==> config.mk <==
export PLATFORM = sky130hd
export DESIGN_NAME = pipe_ctrl_flat
export DESIGN_NICKNAME = d
export VERILOG_FILES = /design/src/rtl/pipe_ctrl_if.sv /design/src/rtl/pipe_ctrl.sv /design/src/flat_wrapper.sv
export SDC_FILE = /design/constraint.sdc
export NUM_CORES = 1
export LEC_CHECK = 0
export CAP_MARGIN = 20
export CORE_ASPECT_RATIO = 0.7
export CORE_UTILIZATION = 25
export DETAILED_ROUTE_END_ITERATION = 12
export PLACE_DENSITY = 0.5
export SLEW_MARGIN = 5
export SYNTH_ARGS = -nofsm -noshare
export SYNTH_HDL_FRONTEND = slang
export SYNTH_SLANG_ARGS = --single-unit
==> constraint.sdc <==
create_clock -name clk -period 7.7 [get_ports clk]
set_clock_uncertainty 0.2 [all_clocks]
set_input_delay 1.925 -clock clk [delete_from_list [all_inputs] [get_ports clk]]
set_output_delay 1.925 -clock clk [all_outputs]
set_load 0.01 [all_outputs]
==> src/rtl/pipe_ctrl_if.sv <==
// pipe_ctrl_if: control bundle between the pipeline controller and decoder, register file, memory port and PC logic
//   stall_ext                 external freeze (memory wait)
//   opcode_in, rd_in, rs_a_in, rs_b_in, rd_wb_in, rs_a_used, rs_b_used, mem_wr_in,
//   br_type_in, set_sf_in, set_gf_in   control fields of the instruction in decode
//   s, g                      ALU sign / greater results of the last-stage instruction
//   vld                       per-stage valid bits
//   fetch_en, dec_re          fetch advance and register-file read enable
//   reg_we, mem_we            last-stage writes
//   pc_en, pc_src, flush      taken-branch PC load and flush of younger stages
//   hazard, stall_cnt         RAW interlock and its saturating cycle count
//   sf, gf, op_last           flag registers and last-stage opcode
interface pipe_ctrl_if #(
   parameter int STAGES = 4,
   parameter int OPW = 5,
   parameter int RAW = 4
) ();
   logic stall_ext;
   logic [OPW-1:0] opcode_in;
   logic [RAW-1:0] rd_in, rs_a_in, rs_b_in;
   logic rd_wb_in, rs_a_used, rs_b_used, mem_wr_in;
   logic [1:0] br_type_in;
   logic set_sf_in, set_gf_in, s, g;
   logic [STAGES-1:0] vld;
   logic fetch_en, dec_re, reg_we, mem_we, pc_en, pc_src, flush, hazard, sf, gf;
   logic [OPW-1:0] op_last;
   logic [15:0] stall_cnt;
   modport master (
      output stall_ext, opcode_in, rd_in, rs_a_in, rs_b_in, rd_wb_in, rs_a_used, rs_b_used,
             mem_wr_in, br_type_in, set_sf_in, set_gf_in, s, g,
      input  vld, fetch_en, dec_re, reg_we, mem_we, pc_en, pc_src, flush, hazard, sf, gf,
             op_last, stall_cnt
   );
   modport slave (
      input  stall_ext, opcode_in, rd_in, rs_a_in, rs_b_in, rd_wb_in, rs_a_used, rs_b_used,
             mem_wr_in, br_type_in, set_sf_in, set_gf_in, s, g,
      output vld, fetch_en, dec_re, reg_we, mem_we, pc_en, pc_src, flush, hazard, sf, gf,
             op_last, stall_cnt
   );
endinterface

==> src/rtl/pipe_ctrl.sv <==
// pipe_ctrl: in-order pipeline control with RAW interlock, last-stage branch resolve/flush and sf/gf flags
//   clk  rising-edge clock
//   rst  asynchronous active-high reset
//   p    pipe_ctrl_if.slave: decode-stage fields in, stage valids, enables, flags and status out
module pipe_ctrl #(
   parameter int STAGES = 4,
   parameter int OPW = 5,
   parameter int RAW = 4
) (
   input logic clk,
   input logic rst,
   pipe_ctrl_if.slave p
);
   localparam int LAST = STAGES - 1;
   typedef struct packed {
      logic [OPW-1:0] op;
      logic [RAW-1:0] rd;
      logic wb, mw;
      logic [1:0] br;
      logic ss, sg;
   } fld_t;
   logic [STAGES-1:0] vld, vld_adv, vld_hz;
   fld_t f [2:LAST];
   fld_t f_in;
   logic sf, gf, raw, taken, hz, adv, wr;
   logic [15:0] cnt;
   assign f_in = {p.opcode_in, p.rd_in, p.rd_wb_in, p.mem_wr_in, p.br_type_in, p.set_sf_in, p.set_gf_in};
   // no write-through in the register file, so the last stage still counts as a pending writer
   always_comb begin
      raw = 1'b0;
      for (int k = 2; k <= LAST; k++)
         raw = raw | (vld[k] & f[k].wb & ((p.rs_a_used & (p.rs_a_in == f[k].rd)) |
                                          (p.rs_b_used & (p.rs_b_in == f[k].rd))));
   end
   assign taken = !rst & !p.stall_ext & vld[LAST] &
                  ((f[LAST].br == 2'd1) | ((f[LAST].br == 2'd2) & sf) | ((f[LAST].br == 2'd3) & gf));
   assign hz = !rst & !p.stall_ext & !taken & vld[1] & raw;
   assign adv = !rst & !p.stall_ext & !taken & !hz;
   assign wr = !rst & !p.stall_ext & vld[LAST];
   assign vld_adv = {vld[LAST-1:0], 1'b1};
   // interlock: stages 0-1 hold, bubble into stage 2, older stages keep draining
   assign vld_hz = (vld_adv & ~STAGES'(7)) | STAGES'(vld[1:0]);
   always_ff @(posedge clk or posedge rst)
      if (rst) begin
         vld <= STAGES'(1);
         for (int k = 2; k <= LAST; k++) f[k] <= '0;
         sf <= 1'b0;
         gf <= 1'b0;
         cnt <= '0;
      end else if (!p.stall_ext) begin
         vld <= taken ? STAGES'(1) : hz ? vld_hz : vld_adv;
         f[2] <= f_in;
         for (int k = 3; k <= LAST; k++) f[k] <= f[k-1];
         if (vld[LAST] & f[LAST].ss) sf <= p.s;
         if (vld[LAST] & f[LAST].sg) gf <= p.g;
         if (hz && cnt != 16'hFFFF) cnt <= cnt + 16'd1;
      end
   assign p.vld = vld;
   assign p.fetch_en = adv & vld[0];
   assign p.dec_re = adv & vld[1];
   assign p.reg_we = wr & f[LAST].wb;
   assign p.mem_we = wr & f[LAST].mw;
   assign p.pc_en = taken;
   assign p.pc_src = taken;
   assign p.flush = taken;
   assign p.hazard = hz;
   assign p.sf = sf;
   assign p.gf = gf;
   assign p.op_last = vld[LAST] ? f[LAST].op : '1;
   assign p.stall_cnt = cnt;
endmodule

==> src/flat_wrapper.sv <==
// flat-port wrapper written by rule: the top's interface ports become plain ports
module pipe_ctrl_flat 
#(
   parameter int STAGES = 4,
   parameter int OPW = 5,
   parameter int RAW = 4
)
  (clk, rst, p_stall_ext, p_opcode_in, p_rd_in, p_rs_a_in, p_rs_b_in, p_rd_wb_in, p_rs_a_used, p_rs_b_used, p_mem_wr_in, p_br_type_in, p_set_sf_in, p_set_gf_in, p_s, p_g, p_vld, p_fetch_en, p_dec_re, p_reg_we, p_mem_we, p_pc_en, p_pc_src, p_flush, p_hazard, p_sf, p_gf, p_op_last, p_stall_cnt);
  pipe_ctrl_if #(.STAGES(STAGES), .OPW(OPW), .RAW(RAW)) p_i ();
  input logic clk;
  input logic rst;
  input wire logic [$bits(p_i.stall_ext)-1:0] p_stall_ext;
  input wire logic [$bits(p_i.opcode_in)-1:0] p_opcode_in;
  input wire logic [$bits(p_i.rd_in)-1:0] p_rd_in;
  input wire logic [$bits(p_i.rs_a_in)-1:0] p_rs_a_in;
  input wire logic [$bits(p_i.rs_b_in)-1:0] p_rs_b_in;
  input wire logic [$bits(p_i.rd_wb_in)-1:0] p_rd_wb_in;
  input wire logic [$bits(p_i.rs_a_used)-1:0] p_rs_a_used;
  input wire logic [$bits(p_i.rs_b_used)-1:0] p_rs_b_used;
  input wire logic [$bits(p_i.mem_wr_in)-1:0] p_mem_wr_in;
  input wire logic [$bits(p_i.br_type_in)-1:0] p_br_type_in;
  input wire logic [$bits(p_i.set_sf_in)-1:0] p_set_sf_in;
  input wire logic [$bits(p_i.set_gf_in)-1:0] p_set_gf_in;
  input wire logic [$bits(p_i.s)-1:0] p_s;
  input wire logic [$bits(p_i.g)-1:0] p_g;
  output wire logic [$bits(p_i.vld)-1:0] p_vld;
  output wire logic [$bits(p_i.fetch_en)-1:0] p_fetch_en;
  output wire logic [$bits(p_i.dec_re)-1:0] p_dec_re;
  output wire logic [$bits(p_i.reg_we)-1:0] p_reg_we;
  output wire logic [$bits(p_i.mem_we)-1:0] p_mem_we;
  output wire logic [$bits(p_i.pc_en)-1:0] p_pc_en;
  output wire logic [$bits(p_i.pc_src)-1:0] p_pc_src;
  output wire logic [$bits(p_i.flush)-1:0] p_flush;
  output wire logic [$bits(p_i.hazard)-1:0] p_hazard;
  output wire logic [$bits(p_i.sf)-1:0] p_sf;
  output wire logic [$bits(p_i.gf)-1:0] p_gf;
  output wire logic [$bits(p_i.op_last)-1:0] p_op_last;
  output wire logic [$bits(p_i.stall_cnt)-1:0] p_stall_cnt;
  assign p_i.stall_ext = p_stall_ext;
  assign p_i.opcode_in = p_opcode_in;
  assign p_i.rd_in = p_rd_in;
  assign p_i.rs_a_in = p_rs_a_in;
  assign p_i.rs_b_in = p_rs_b_in;
  assign p_i.rd_wb_in = p_rd_wb_in;
  assign p_i.rs_a_used = p_rs_a_used;
  assign p_i.rs_b_used = p_rs_b_used;
  assign p_i.mem_wr_in = p_mem_wr_in;
  assign p_i.br_type_in = p_br_type_in;
  assign p_i.set_sf_in = p_set_sf_in;
  assign p_i.set_gf_in = p_set_gf_in;
  assign p_i.s = p_s;
  assign p_i.g = p_g;
  assign p_vld = p_i.vld;
  assign p_fetch_en = p_i.fetch_en;
  assign p_dec_re = p_i.dec_re;
  assign p_reg_we = p_i.reg_we;
  assign p_mem_we = p_i.mem_we;
  assign p_pc_en = p_i.pc_en;
  assign p_pc_src = p_i.pc_src;
  assign p_flush = p_i.flush;
  assign p_hazard = p_i.hazard;
  assign p_sf = p_i.sf;
  assign p_gf = p_i.gf;
  assign p_op_last = p_i.op_last;
  assign p_stall_cnt = p_i.stall_cnt;
  pipe_ctrl #(.STAGES(STAGES), .OPW(OPW), .RAW(RAW)) u_core (.clk(clk), .rst(rst), .p(p_i));
endmodule
==> flow_metrics.py <==
metrics = {
    "cells_and_area": {
        "nFillCells": 985,
        "nets": 303,
        "area_growth_pct": 35.7,
        "antenna_cells": 0,
        "final_common_cell": "clkdlybuf4s50_1",
        "finish.utilization": 0.355,
        "drive_gt1_frac": 0.223,
        "final_cell_mix": "clkdlybuf4s50_1 (63), dfrtp_1 (51), mux2_2 (32)",
        "final_cell_area_sq_um": 3500,
    },
    "setup_path": {
        "slowest_stage": "clkdlybuf4s50_1",
        "cp-start-kind": "primary input",
        "cp_slowest_stage_delay_ps": 600,
        "crit_chain": "clkdlybuf4s50_1 -> xor2_1 -> nor4_4 -> nor4_4 -> nor2_1 -> nor4_1 -> clkdlybuf4s50_1",
        "worst_ep_arrival_time_ps": 4250,
        "required_ps": 5580,
        "path_class": "in2out",
        "cp_max_fo": 9,
        "end_kind": "output pin",
    },
    "drt": {
        "detail_route.vias_per_cell": 4.41,
        "drt_iter0_drc": 72,
        "ant_nets": 0,
        "dr_total_vias": 1769,
        "drcViolationCount": 0,
        "dr.pass1.iters": 4,
        "wl_per_cell_um": 14.0,
        "finalWirelength_mm": 5.63,
    },
    "run_status": {
        "status": "complete, no violations",
    },
    "floorplanning": {
        "die_x_um": 123,
        "row_count": 30,
        "core_area_sq_um": 9870,
        "io_pins": 65,
        "fp.dieH_um": 87.0,
        "start_util": 0.261,
        "die-area_sq_um": 10700,
    },
    "clocking": {
        "htree_num_levels": 2,
        "cts_resized": 0,
        "hold_buffers": 0,
        "clock_path_buffers": 2,
        "cts_num_sinks": 52,
        "path_clk_slew_ps": 70,
        "root_buffer": "clkbuf_16",
        "cts_buffers": 5,
        "clock_latency_ps": 290,
        "cts_tree": "done",
        "post_cts_buffers": 0,
    },
    "yosys": {
        "ys_seq_elements": 52,
        "synth-simple-area-share": 0.194,
        "synth_area_sq_um": 2580,
        "synthMuxAreaShare": 0.144,
        "async_reset_ff_frac": 1.00,
        "ys.flop_type": "dfrtp_1",
        "synth_compound_area_frac": 0.0189,
        "synth-xor-area-share": 0.105,
        "synthCells": 208,
        "ys.warnings.count": 0,
        "synthAdderAreaFrac": 0.00485,
        "yosysSeqAreaShare": 0.505,
        "syn_area_per_cell_sq_um": 12.4,
        "synth_edf_count": 0,
        "synthDistinctLibCells": 40,
        "synth.net_count": 239,
        "synth_top_family_by_area": "simple AND/OR/NAND/NOR gates",
    },
    "power_and_ir_drop": {
        "powerDensity_nw_per_um2": 203,
        "swShare": 0.254,
        "p_int_w": 0.000531,
        "p_comb_frac": 0.184,
        "vdd_drop_max_mv": 0.0767,
        "leakagePower_nw": 1.45,
        "p_switching_w": 0.000181,
        "clockPowerShare": 0.354,
        "p_seq_frac": 0.463,
    },
    "placed_design": {
        "gp_congestion": 0.808,
        "portBuffers": 64,
        "post-dp-hpwl_mm": 4.14,
        "placed_cell_area_sq_um": 3340,
    },
    "sta": {
        "hold_violations": 0,
        "maxSlewViolCount": 0,
        "setup_violations": 0,
        "post-route-period-util": 0.828,
        "fin_setup_tns_ps": 0,
        "rsz0062_at_grt": "false",
        "worstMarginPinSlew_ps": 686,
        "layout_min_cycle_time_ps": 6380,
        "max_freq_mhz": 157,
        "relSlewSlack": 0.543,
    },
    "job": {
        "drv_cap": 0,
    },
    "global_routing": {
        "antenna_found_initial": 0,
        "gr-total-overflow": 0,
        "grt_pass1_vias": 1745,
        "grt_pass1_wl_mm": 9.00,
        "grt_use_total": 0.113,
        "grt_max_degree": 55,
    },
    "min_path": {
        "hold_class": "reg2reg",
    },
}
## worst paths after layout
check	startpoint	end	slack [ps]	cells past startpoint
worst min-delay path	u_core.p.stall_cnt[12]$_DFFE_PP0P_	u_core.p.stall_cnt[12]$_DFFE_PP0P_	290	1
worst max-delay path	p_rs_b_in[0]	p_fetch_en	1320	7
max in group asynchronous	rst	u_core.f[23]$_DFFE_PP0N_	4690	3
worst min register to register	u_core.p.stall_cnt[12]$_DFFE_PP0P_	u_core.p.stall_cnt[12]$_DFFE_PP0P_	290	1
worst max register to register	u_core.p.vld[3]$_DFFE_PP0N_	u_core.p.stall_cnt[1]$_DFFE_PP0P_	5390	6
min in group asynchronous	rst	u_core.p.vld[3]$_DFFE_PP0N_	2150	3
## metrics by stage
stage	cells	hold WS (ps)	total power, W	setup WS [ps]
after global placement	393	280	0.000466	1360
after global routing	401	311	0.000747	1210
after CTS	401	300	0.000727	1300
after floorplan	208	270	0.000403	1780
after detailed placement	393	284	0.000469	1310
final	401	293	0.000712	1320
## power groups by stage
stage / clock (W) / combinational, W / sequential, W
after detailed placement: 0 / 0.000133 / 0.000336
final: 0.000252 / 0.000131 / 0.000329
after global routing: 0.000271 / 0.000142 / 0.000334
after global placement: 0 / 0.000131 / 0.000335
after CTS: 0.000263 / 0.000133 / 0.000331
after floorplan: 0 / 0.0000737 / 0.000330
## routing by layer
layer / global-route usage / part of all wire
met5: 0 / 0
met4: 0.0329 / 0.0094
met3: 0.0438 / 0.078
met2: 0.164 / 0.42
met1: 0.153 / 0.50
## layout make-up
class / instances / area (sq um) / share of cell area
Timing Repair Buffer: 67 / 658 / 0.188
Clock buffer: 6 / 129 / 0.0368
Multi-Input combinational cell: 143 / 1210 / 0.344
Sequential cell: 52 / 1300 / 0.372
Clock inverter: 2 / 35.0 / 0.0100
Inverter: 3 / 11.3 / 0.00322
Tap cell: 128 / 160 / 0.0457
## cells in the mapped netlist (2+ instances only)
master / number / share of area
nand3_1: 5 / 0.0097
nor4_4: 3 / 0.025
nor4b_2: 2 / 0.012
inv_1: 3 / 0.0044
xnor2_1: 5 / 0.017
dfrtp_1: 51 / 0.49
nor2_1: 7 / 0.010
nor3_1: 6 / 0.012
a21oi_1: 2 / 0.0039
nand2b_1: 7 / 0.017
nand2_1: 8 / 0.012
nand4_1: 8 / 0.019
mux2_2: 32 / 0.14
nor4_2: 6 / 0.029
buf_2: 3 / 0.0058
nor4_1: 2 / 0.0048
xor2_1: 26 / 0.088
buf_4: 3 / 0.0087
clkbuf_1: 2 / 0.0029
and3_1: 5 / 0.012
nor2b_1: 3 / 0.0073
## registers in the layout, summed over array words and instances (netlist names)
signal,count
u_core.f,30
u_core.p.gf,1
u_core.p.sf,1
u_core.p.stall_cnt,16
u_core.p.vld,4
## worst max-delay path, delay by kind of cell
kind / cells / cell delay [ps]
buffers and inverters: 2 / 1130
XOR/XNOR: 1 / 280
AND/OR/NAND/NOR: 4 / 930
## cells by family after synthesis
group | count (synthesis)
simple gates | 71
flops | 52
mux | 33
xor+xnor | 31
buf+inv | 13
compound gates | 7
fa+ha+maj | 1
(Power assumes the default switching activity.)
==> RTL change, RTL diff (config.mk and constraints unchanged) <==
`RAW` is set to 4 in 3 places; all go to 2.
--- a/src/rtl/pipe_ctrl_if.sv
+++ b/src/rtl/pipe_ctrl_if.sv
@@ -14,3 +14,3 @@
    parameter int OPW = 5,
-   parameter int RAW = 4
+   parameter int RAW = 2
 ) ();
--- a/src/rtl/pipe_ctrl.sv
+++ b/src/rtl/pipe_ctrl.sv
@@ -7,3 +7,3 @@
    parameter int OPW = 5,
-   parameter int RAW = 4
+   parameter int RAW = 2
 ) (
--- a/src/flat_wrapper.sv
+++ b/src/flat_wrapper.sv
@@ -5,3 +5,3 @@
    parameter int OPW = 5,
-   parameter int RAW = 4
+   parameter int RAW = 2
 )
Interface: changed (resized p_rd_in, p_rs_a_in and p_rs_b_in); port bits go from 65 to 59. The function was not compared with the original's and may differ.
==> RTL change against the unedited design <==
Power decreased by 1.2%. Fmax is 5.9% lower. Wire length fell by 13%. Die area shrank 12%. Sequential cell count decreased by 4. Area after synthesis is 12% lower. Non-clock buffer count decreased by 7. Hold slack got worse by 1.0 ps. Design area decreased by 10%. Setup slack lost 400 ps. Global-route usage about the same.
==> RTL change: results (changes against the unedited design) <==
- Worst skew pair latency: 290 ps (about the same)
- Hold Path Class: reg2reg
- Clk buf depth: 2 (unchanged)
- Clock Root Buffer: clkbuf_16
- Synth Area in XOR/XNOR: 6.97% (-3.6 points)
- Post-synthesis cell type count: 37 (-7.5%)
- Htree depth: 2 (unchanged)
- Gpl congestion: 0.740 (-8.4%)
- DPL Wire Length: 3550 um (-14%)
- Number of fill cells: 862 (-12%)
- Synth Area in Compound Gates: 2.43% (+0.54 points)
- Post-synth net total: 219 (-8.4%)
- Largest register FFs: 26 (-13%)
- Seq/Total Area, Yosys: 53.2% (+2.7 points)
- Diode count: 0 (unchanged)
- Post-Place Cells: 365 (-7.1%)
- Layout cells sized above 1: 18.6% (-3.8 points)
- Total global-route track usage: 11.3% (+0.036 points)
- Drt first pass iters: 4 (unchanged)
- Vias in the first global route: 1573 (-9.9%)
- Crit Path Max Fanout: 17 (+8)
- TritonCTS buffer count: 5 (unchanged)
- WL/cell: 13.2 um (-6.3%)
- Commonest cells post-synth: 47 x dfrtp_1, 30 x mux2_2, 16 x xnor2_1
- Dominant cells by area after synthesis: dfrtp_1 52%, mux2_2 15%, xnor2_1 6.2%
- Post-CTS Resized: 0 (unchanged)
- Syn avg cell area: 11.7 um2 (-6.0%)
- Reg with most FFs: u_core.f
- Status: complete, no violations
- Vias/cell: 4.40 (-0.33%)
- Leak: 1.25 nW (-14%)
- First-pass GRT wire length: 8070 um (-10%)
- Postcts setup bufs: 0 (unchanged)
- Worst-Margin Slew: 815 ps (+129 ps)
- Post-synthesis mux area share: 14.9% (+0.53 points)
- Final #Nets: 277 (-8.6%)
- Routed Wire Length: 4910 um (-13%)
- IO buf count: 58 (-9.4%)
- Adder-Cell Fraction of Synth Area: 0.553% (+0.068 points)
- Pin count of the biggest net entering global routing: 39 (-29%)
- Antenna violations before repair: 0 (unchanged)
- Post-place instance area: 2960 um2 (-11%)
- Clock Pin Slew Worst Setup and Hold Paths: 60 ps
- 1st-iter DRT viols: 87 (+21%)
- Top cell type's share of synthesized area: 52.0% (+2.5 points)
- Async S/R FF share, synth: 100% (unchanged)
- Worst vdd ir: 0.0000887 V (+16%)
- Synth warn: 0 (unchanged)
[RTL change: cell types whose count changed after synthesis, moves of 2 or more]
| cell | change |
|---|---|
| nand3_1 | +6 |
| nor4_4 | -3 |
| nand2_1 | +6 |
| dfrtp_1 | -4 |
| xor2_1 | -24 |
| o21ai_0 | +2 |
| nor4_2 | -5 |
| and4_1 | +3 |
| nor4_1 | +2 |
| nor4b_2 | -2 |
| mux2_2 | -2 |
| xnor2_1 | +11 |
| inv_1 | -2 |
[RTL change: final cells by class]
type / count / area share [%]
Multi-Input combinational cell: 136 / 32.2
Sequential cell: 48 / 38.3
Tap cell: 120 / 4.78
Timing Repair Buffer: 60 / 18.8
Inverter: 1 / 0.120
Clock buffer: 7 / 4.86
Clock inverter: 1 / 0.956
[RTL change: path summary, 6_finish.rpt]
path	startpoint	end	slack [ps]	cells past startpoint
setup / recovery	p_rs_b_in[0]	p_fetch_en	930	9
hold / removal	u_core.p.stall_cnt[10]$_DFFE_PP0P_	u_core.p.stall_cnt[10]$_DFFE_PP0P_	290	1
setup reg to reg	u_core.p.vld[3]$_DFFE_PP0N_	u_core.p.stall_cnt[1]$_DFFE_PP0P_	5110	6
hold reg to reg	u_core.p.stall_cnt[10]$_DFFE_PP0P_	u_core.p.stall_cnt[10]$_DFFE_PP0P_	290	1
max in group asynchronous	rst	u_core.f[7]$_DFFE_PP0N_	4630	3
min in group asynchronous	rst	u_core.f[0]$_DFFE_PP0N_	1940	2
[RTL change: critical path, stage by stage]
cell and delay [ps]:
clkdlybuf4s50_1 520, xor2_1 220, nor3_1 90, nor4_1 260, or4b_1 460, buf_4 210, nor2b_4 160, nor4_2 210
clkdlybuf4s50_1 600
[RTL change: cells by family (layout without fill, tap and decap cells)]
logic type                 Yosys count  in the layout
and+or+nand+nor                     78             78
DFF                                 48             48
muxes                               30             30
xor gates and xnor gates            18             18
buffers and inverters               10             69
AOI/OAI and AO/OA                    9              9
adders and majority gates            1              1
[RTL change: power breakdown]
| part | internal (mW) | total, mW | switching, mW |
|---|---|---|---|
| combinational | 0.0774 | 0.129 | 0.0519 |
| clock | 0.171 | 0.263 | 0.0915 |
| sequential | 0.282 | 0.312 | 0.0303 |
| total | 0.530 | 0.704 | 0.174 |
[RTL change: per-stage QoR]
stage,setup WS (ps),util [%]
floorplan,2140,-
global placement,953,34.3
detailed placement,949,34.3
CTS,918,36.4
global route,709,36.4
finish,927,36.4
[RTL change: per-layer routing]
layer | GRT usage [%] | vias to the layer above | share of wire [%]
met4 | 3.85 | 0 | 0.88
met3 | 4.06 | 4 | 7.2
met2 | 16.6 | 33 | 43
met1 | 15.3 | 801 | 49
met5 | 0 | - | 0
li1 | - | 802 | -
